File: config.mk
export PLATFORM = sky130hd
export DESIGN_NAME = ofm_accum_pack
export DESIGN_NICKNAME = d
export VERILOG_FILES = /design/src/rtl/ofm_accum_pack.sv
export SDC_FILE = /design/constraint.sdc
export NUM_CORES = 1
export LEC_CHECK = 0
export CAP_MARGIN = 40
export CORE_MARGIN = 5
export CORE_UTILIZATION = 50
export DETAILED_ROUTE_END_ITERATION = 8
export GPL_ROUTABILITY_DRIVEN = 0
export PLACE_DENSITY = 0.72
export SYNTH_ARGS = -nofsm -noshare
export SYNTH_HDL_FRONTEND = slang
export SYNTH_SLANG_ARGS = --single-unit
File: constraint.sdc
create_clock -name clk -period 15.2 [get_ports clk]
set_clock_uncertainty 0.2 [all_clocks]
set_input_delay 3.04 -clock clk [delete_from_list [all_inputs] [get_ports clk]]
set_output_delay 3.04 -clock clk [all_outputs]
set_load 0.005 [all_outputs]
File: src/rtl/ofm_accum_pack.sv
// Accumulates ACC_LEN partial sums per output pixel, requantises each pixel to 4 bits
// and packs 32 pixels per 128-bit word into a 2-entry output FIFO.
module ofm_accum_pack #(
    parameter int ACC_LEN = 4,
    parameter int SHIFT   = 6
) (
    input  logic         clk,
    input  logic         rst_n,
    input  logic         in_valid,
    input  logic [12:0]  In_PSum,
    input  logic         flush,
    input  logic         out_ready,
    output logic         out_valid,
    output logic [127:0] Out_Word,
    output logic [5:0]   Out_Count,
    output logic         overflow
);

    typedef enum logic [1:0] {EMPTY, PART, FLUSH} state_t;

    state_t        state, state_nxt;
    logic [16:0]   acc;
    logic [3:0]    psum_cnt;
    logic [4:0]    pix_cnt;
    logic [127:0]  pack;

    logic [16:0]   acc_sum, acc_1;
    logic [3:0]    psum_1;
    logic [4:0]    pix_1;
    logic [127:0]  pack_1;
    logic          word_done, flush_push, pending_1, push;
    logic [127:0]  push_word;
    logic [5:0]    push_count;

    logic [127:0]  fifo_word [2];
    logic [5:0]    fifo_count [2];
    logic          rd_ptr, wr_ptr;
    logic [1:0]    fifo_cnt;
    logic          pop, accept;

    // Round-to-nearest right shift, saturated to a nibble; 18 bits avoids carry loss.
    function automatic logic [3:0] requant(input logic [16:0] a);
        logic [17:0] r;
        r = {1'b0, a} + 18'(1 << (SHIFT - 1));
        r = r >> SHIFT;
        return (r > 18'd15) ? 4'hF : r[3:0];
    endfunction

    // The psum is applied first; any flush then acts on the post-psum state.
    always_comb begin
        acc_sum   = (psum_cnt == 4'd0 ? 17'd0 : acc) + 17'(In_PSum);
        acc_1     = acc;
        psum_1    = psum_cnt;
        pix_1     = pix_cnt;
        pack_1    = pack;
        word_done = 1'b0;
        if (in_valid) begin
            acc_1 = acc_sum;
            if (psum_cnt == 4'(ACC_LEN - 1)) begin
                psum_1 = 4'd0;
                pack_1[{pix_cnt, 2'b00} +: 4] = requant(acc_sum);
                pix_1 = pix_cnt + 5'd1;
                word_done = (pix_cnt == 5'd31);
            end else begin
                psum_1 = psum_cnt + 4'd1;
            end
        end
        pending_1  = (psum_1 != 4'd0) || (pix_1 != 5'd0);
        flush_push = flush && !word_done && pending_1;
        push_word  = pack_1;
        push_count = 6'd32;
        if (flush_push) begin
            if (psum_1 != 4'd0) begin
                push_word[{pix_1, 2'b00} +: 4] = requant(acc_1);
                push_count = {1'b0, pix_1} + 6'd1;
            end else begin
                push_count = {1'b0, pix_1};
            end
        end
        push = word_done || flush_push;
    end

    // FLUSH is the cycle in which the padded word becomes visible; a psum arriving then opens new data.
    always_comb begin
        state_nxt = state;
        case (state)
            EMPTY: begin
                if (flush_push)                   state_nxt = FLUSH;
                else if (in_valid && !word_done)  state_nxt = PART;
            end
            PART: begin
                if (flush_push)                   state_nxt = FLUSH;
                else if (word_done)               state_nxt = EMPTY;
            end
            FLUSH: begin
                if (flush_push)                   state_nxt = FLUSH;
                else if (in_valid && !word_done)  state_nxt = PART;
                else                              state_nxt = EMPTY;
            end
            default:                              state_nxt = EMPTY;
        endcase
    end

    always_ff @(posedge clk) begin
        if (rst_n) begin
            state    <= EMPTY;
            acc      <= '0;
            psum_cnt <= '0;
            pix_cnt  <= '0;
            pack     <= '0;
        end else begin
            state <= state_nxt;
            acc   <= acc_1;
            if (push) begin
                psum_cnt <= '0;
                pix_cnt  <= '0;
                pack     <= '0;
            end else begin
                psum_cnt <= psum_1;
                pix_cnt  <= pix_1;
                pack     <= pack_1;
            end
        end
    end

    // A push into a full FIFO succeeds only when the head leaves on the same edge.
    assign pop    = (fifo_cnt != 2'd0) && out_ready;
    assign accept = push && ((fifo_cnt != 2'd2) || pop);

    always_ff @(posedge clk) begin
        if (rst_n) begin
            for (int i = 0; i < 2; i++) begin
                fifo_word[i]  <= '0;
                fifo_count[i] <= '0;
            end
            rd_ptr   <= 1'b0;
            wr_ptr   <= 1'b0;
            fifo_cnt <= '0;
            overflow <= 1'b0;
        end else begin
            if (accept) begin
                fifo_word[wr_ptr]  <= push_word;
                fifo_count[wr_ptr] <= push_count;
                wr_ptr             <= ~wr_ptr;
            end
            if (pop)
                rd_ptr <= ~rd_ptr;
            fifo_cnt <= fifo_cnt + 2'(accept) - 2'(pop);
            if (push && !accept)
                overflow <= 1'b1;
        end
    end

    assign out_valid = (fifo_cnt != 2'd0);
    assign Out_Word  = out_valid ? fifo_word[rd_ptr] : '0;
    assign Out_Count = out_valid ? fifo_count[rd_ptr] : '0;

endmodule

==> out/qor.yml, run 1 <==
status:
  status: "complete, no violations"
cts:
  cts_resized: 0
  cts_setup_buffers: 0
  cts-root-buf: "clkbuf_16"
  cts.hold.buffers_added: 0
  clkLatencyLatePin_ns: 0.58
  clkSinkCount: 428
  clkTransAtPathRegs_ns: 0.06
  cts_made_buffers: 45
  clk_path_buf_depth: 3
  htree_levels: 2
  cts_tree: "done"
placed_design:
  pre_cts_slack_ns: 5.81
  io_buffers: 153
  dp_hpwl_mm: 44.1
global_route:
  grt_antenna_before_repair: 0
  gr-usage-met1_pct: 35.8
  grt.busiest_layer: "met2"
  globalRouteMet2Util_pct: 41.9
  met3_usage_pct: 5.19
  track_usage_pct: 26.3
  grt_pass1_wl_mm: 103
  grt_max_degree: 87
  grt_overflow: 0
  grt_pass1_vias: 17951
worst_setup_path:
  worstPathRequired_ns: 15.19
  critPathArrivalTime_ns: 8.93
  crit_chain: "clkdlybuf4s50_1 > buf_4 > and4bb_1 > nand2_1 > o21ai_1 > inv_1 > ha_1 > nand2_1 > nor2_1 > ha_1 > a21boi_0 > o2111ai_4 > buf_4 > nand2_4 > buf_4 > buf_4"
  cp_common_cell: "buf_4"
  crit_slowest_cell: "buf_4"
  worstSetupPathType: "input pin to flip-flop"
  cp-end-kind: "flip-flop"
  worst-path-buf-inv: 6
  crit_fanout: 63
  cp_top_family: "buffers and inverters"
  cp-start-kind: "input pin"
  max_stage_delay_ns: 0.81
cells_and_area:
  drive_above_1_share_pct: 6.99
  final_nets: 2450
  final_cell_mix: "535 x nor2_1, 268 x edfxtp_1, 174 x mux2i_1, 159 x dfxtp_1, 153 x clkdlybuf4s50_1"
  antennaDiodeCount: 0
  fill_cells: 3722
  final_util_pct: 58.3
  final_common_cell: "nor2_1"
  area_growth_pct: 15.5
sta:
  max_slew_margin_pct: 36.2
  hold_violations: 0
  worst_slew_pin_slew_ns: 0.953
  setup_slack_ns: 6.25
  finalCritPeriodShare_pct: 58.9
  finalSetupTns_ns: 0
  slew_violations: 0
  layout_min_cycle_time_ns: 8.95
  rsz0062_at_grt: "no"
  fmax_mhz: 112
  setup_violations: 0
synthesis:
  synthArstFlopShare_pct: 0
  synth_seq_cells: 428
  ys_seq_area_share_pct: 50.4
  synth_top_area_share_pct: 36.1
  synth_xor_area_share_pct: 1.35
  netlist_instances: 2310
  synthSimpleGateAreaFrac_pct: 20.8
  synth_top_family_by_area: "simple AND/OR/NAND/NOR gates"
  synth_fa_ha_area_share_pct: 1.83
  synth_cell_types: 91
  yosysTopAreaCell: "edfxtp_1"
  synth_fp_nets: 2360
  synth-compound-area-share_pct: 14.4
  synth-edff-count: 268
  synth_area_leaders: "edfxtp_1 36%, dfxtp_1 14%, nor2_1 9.0%, mux2i_1 7.8%, nand2_1 2.5%"
  yosysWarnings: 0
  yosys-mux-area-fraction_pct: 8.07
  synth_area_mm2: 0.0223
  synthFlopType: "edfxtp_1"
  syn_avg_cell_area_um2: 9.66
worst_hold_path:
  hold_class: "flip-flop to flip-flop"
floorplan:
  initial_core_util_pct: 50.5
  die_w_um: 221
  core_area_mm2: 0.0442
  fp.dieArea_mm2: 0.0490
  row_count: 77
  die_h_um: 221
  pin_count: 154
detailed_routing:
  ant_nets: 0
  wl_per_cell_um: 22.2
  vias: 18734
  routed_via_density: 6.19
  post-route-drc-count: 0
  wl_mm: 67.2
  firstDrtPassIters: 9
  drt-initial-drc-count: 2651
power:
  ir_worst_vdd_mv: 0.0794
  leakage_uw: 0.00884
  power_density_mw_per_mm2: 120
flow_run:
  maxCapViolCount: 0
[routing by layer]
metal	vias up	share of wire [%]	routed length (um)
li1	8534	-	-
met1	8907	40	26600
met2	1079	45	30500
met3	214	10	6900
met4	0	4.6	3120
met5	-	0	0
[worst min-delay path, delay by kind of cell (launching register included)]
family,cells,cell delay [ns]
simple gates,1,0.06
compound gates,1,0.06
flops,1,0.29
[power breakdown]
group	switching [uW]	total [uW]	leakage [uW]	internal, uW
Clock	450	1040	0.000669	585
Sequential	42.2	1340	0.00411	1300
Combinational	416	725	0.00406	308
[through the flow]
stage	std cells	power (uW)	area (um2)	hold slack, ns
2_1_floorplan	2310	1750	22300	0.233
3_3_place_gp	2937	2070	24300	0.239
3_5_place_dp	2944	2090	24400	0.246
4_1_cts	3024	3120	25800	0.254
5_1_grt	3025	3210	25800	0.275
6_report	3025	3100	25800	0.258
[sequential cells by signal (all words and copies together), names as in the netlist, named ones only]
| signal | flops |
|---|---|
| rd_ptr | 1 |
| overflow | 1 |
| fifo_word | 256 |
| psum_cnt | 4 |
| fifo_count | 12 |
| wr_ptr | 1 |
| fifo_cnt | 2 |
| pack | 128 |
| pix_cnt | 5 |
| acc | 17 |
[logic make-up (layout without fill, tap and decap cells)]
logic type	count (synthesis)	count (layout)
AO/OA/AOI/OAI	454	454
flip-flops	428	428
XOR/XNOR	31	31
adder cells (fa/ha/maj)	32	32
buffers and inverters	174	297
AND/OR/NAND/NOR	1012	1012
multiplexers	179	179
[cell usage after synthesis, types with 11 or more instances]
cell	n
nor2_1	536
edfxtp_1	268
mux2i_1	174
dfxtp_1	160
nand2_1	151
a21oi_1	112
clkbuf_1	94
and2_1	80
nand3_1	64
nor2b_1	53
a31oi_1	48
o21ai_0	46
nor3_1	35
o22ai_1	34
ha_1	31
and3_1	30
a22oi_1	29
buf_1	28
a222oi_1	27
buf_2	25
inv_1	23
xnor2_1	19
a211oi_1	17
a21boi_0	13
o2bb2ai_1	13
a31o_2	12
a221oi_2	11
[area by class of cell]
type                       instances  area, um2  area share, %
clock buffer                      62       1240           4.81
clock inverter                    18        114          0.442
inverter                          24       90.1          0.349
multi-input combinational       1708      10500           40.6
sequential                       428      11300           43.7
tap                              592        741           2.87
timing repair buffer             193       1890           7.32
[worst paths after layout]
check	cells after the start	startpoint	end	slack [ns]
setup / recovery	16	in_valid	fifo_word[1][50]	6.25
setup reg to reg	17	psum_cnt[0]	fifo_word[0][44]	8.29
hold / removal	2	pack[54]	pack[54]	0.26
hold reg to reg	2	pack[54]	pack[54]	0.26
No activity file was read; power rests on OpenSTA's default activity.
==> run 2, diff against run 1 <==
PLACE_DENSITY = 0.69   (was 0.72)
clock period = 8.5 ns   (was 15.2 ns; I/O delays follow)
==> run 2 against run 1 <==
- the run now ends with design-rule violations left
- highest routed layer unchanged
- largest power group unchanged
- sequential power is 78% higher
- critical path depth is 1 higher
- worst setup slack worse by 4.2 ns
==> out/qor.yml, run 2 (synthesis gave the netlist of run 1 again) <==
worst_setup_path:
  max_stage_delay_ns: 0.66  # -0.15 ns
  worst-path-buf-inv: 3  # -3
  cp_top_family: "simple AND/OR/NAND/NOR gates"
  crit_fanout: 57  # -9.5%
  critPathArrivalTime_ns: 6.59  # -2.34 ns
  crit_chain: "inv_1 > ha_1 > or3b_1 > and2_1 > ha_1 > fa_1 > a211oi_2 > or3_1 > nand4_1 > and4bb_1 > nand4_1 > a211oi_4 > buf_4 > nand2_1 > buf_4 > a31oi_1 > o22ai_1"
  cp-end-kind: "flip-flop"
  crit_slowest_cell: "or3b_1"
  worstPathRequired_ns: 8.61  # -6.58 ns
  worstSetupPathType: "flip-flop to flip-flop"
  cp-start-kind: "flip-flop"
cts:
  cts-root-buf: "clkbuf_16"
  cts_tree: "done"
  cts_resized: 0  # unchanged
  cts.hold.buffers_added: 0  # unchanged
  clk_path_buf_depth: 3  # unchanged
  cts_setup_buffers: 0  # unchanged
  clkSinkCount: 428  # unchanged
  htree_levels: 2  # unchanged
  cts_made_buffers: 45  # unchanged
  clkTransAtPathRegs_ns: 0.07  # about the same
  clkLatencyLatePin_ns: 0.59  # about the same
sta:
  layout_min_cycle_time_ns: 6.48
  max_slew_margin_pct: 36.6  # +0.32 points
  setup_violations: 0  # unchanged
  hold_violations: 0  # unchanged
  fmax_mhz: 154
  finalCritPeriodShare_pct: 76.3
  finalSetupTns_ns: 0  # unchanged
  worst_slew_pin_slew_ns: 0.948  # -0.00477 ns
  slew_violations: 0  # unchanged
  rsz0062_at_grt: "no"
floorplan:
  core_area_mm2: 0.0442  # unchanged
  die_h_um: 221  # unchanged
  die_w_um: 221  # unchanged
  initial_core_util_pct: 50.5  # unchanged
  fp.dieArea_mm2: 0.0490  # unchanged
  pin_count: 154  # unchanged
  row_count: 77  # unchanged
global_route:
  grt_pass1_vias: 18164  # +1.2%
  grt_overflow: 0  # unchanged
  track_usage_pct: 27.1  # +0.76 points
  grt_pass1_wl_mm: 106  # +2.3%
  grt_max_degree: 88  # +1.1%
  grt_antenna_before_repair: 1  # +1
detailed_routing:
  ant_nets: 0  # unchanged
  post-route-drc-count: 1  # +1
  wl_per_cell_um: 22.7  # +2.1%
  firstDrtPassIters: 9  # unchanged
  vias: 18782  # +0.26%
  wl_mm: 69.1  # +2.8%
  drt-initial-drc-count: 2428  # -8.4%
  routed_via_density: 6.17  # -0.43%
placed_design:
  io_buffers: 153  # unchanged
  dp_cells: 2961  # +0.58%
  placed_area_mm2: 0.0246  # +0.81%
  dp_hpwl_mm: 46.3  # +5.1%
cells_and_area:
  area_growth_pct: 16.9
  final_nets: 2467  # +0.69%
  final_common_cell: "nor2_1"
  post-route-cell-area_mm2: 0.0261  # +1.2%
  fill_cells: 3748  # +0.70%
  multi_input_area_mm2: 0.0104  # -0.11%
  final_cell_mix: "535 x nor2_1, 268 x edfxtp_1, 174 x mux2i_1, 159 x dfxtp_1, 153 x clkdlybuf4s50_1"
  antennaDiodeCount: 0  # unchanged
  regArea_mm2: 0.0113  # unchanged
  top_register: "fifo_word"
  largest_reg_flops: 256  # unchanged
  drive_above_1_share_pct: 7.70  # +0.71 points
  reg_top3: "fifo_word (256), pack (128), acc (17)"
  instances_no_fill: 3046  # +0.69%
power:
  ir_worst_vdd_mv: 0.148  # +87%
  leakage_uw: 0.00898  # +1.6%
  power_uw: 5700  # +84%
  power_density_mw_per_mm2: 218  # +82%
status:
  violations: "design-rule violations"
  status: "finished with violations"
flow_run:
  maxCapViolCount: 0  # unchanged
worst_hold_path:
  hold_class: "flip-flop to flip-flop"
## run 2: through the flow
stage	util, %	setup WS, ns	hold slack, ns
after detailed placement	55.7	1.62	0.251
final	59.0	2.02	0.260
after floorplan	-	0.605	0.233
after global routing	59.0	1.74	0.293
after global placement	55.4	1.53	0.242
after CTS	59.0	2.16	0.258
## run 2: layer usage
metal / track usage [%] / routed length [um] / part of all wire, %
met1: 35.8 / 27300 / 40
met2: 43.2 / 31600 / 46
met3: 6.00 / 6840 / 9.9
met5: 0 / 0 / 0
met4: 11.5 / 3310 / 4.8
## run 2: path summary, 6_finish.rpt
path | from | end | slack [ns] | depth (start not counted)
min reg2reg | pack[118] | pack[118] | 0.26 | 2
max reg2reg | psum_cnt[0] | fifo_word[1][127] | 2.02 | 17
min | pack[118] | pack[118] | 0.26 | 2
max | psum_cnt[0] | fifo_word[1][127] | 2.02 | 17
## run 2: cell type report
type | count | area share [%]
flip-flops and latches | 428 | 43.1
multi-input cells | 1708 | 40.0
repair buffers | 210 | 8.08
clock buffers | 66 | 5.01
well taps | 592 | 2.84
clock inverters | 18 | 0.552
inverters | 24 | 0.345
## run 2: worst reg2reg max path: stages, from the launching register on
cell and delay, ns:
dfxtp_1 0.36, inv_1 0.12, ha_1 0.15, or3b_1 0.66
and2_1 0.31, ha_1 0.25, fa_1 0.48, a211oi_2 0.42
or3_1 0.17, nand4_1 0.26, and4bb_1 0.40, nand4_1 0.18
a211oi_4 0.29, buf_4 0.63, nand2_1 0.53, buf_4 0.33
a31oi_1 0.32, o22ai_1 0.15
## run 2: power by group
| group | total, uW | switching (uW) | internal, uW |
|---|---|---|---|
| Sequential | 2380 | 58.4 | 2320 |
| Clock | 1960 | 834 | 1130 |
| Combinational | 1360 | 774 | 583 |
| Total | 5700 | 1670 | 4030 |
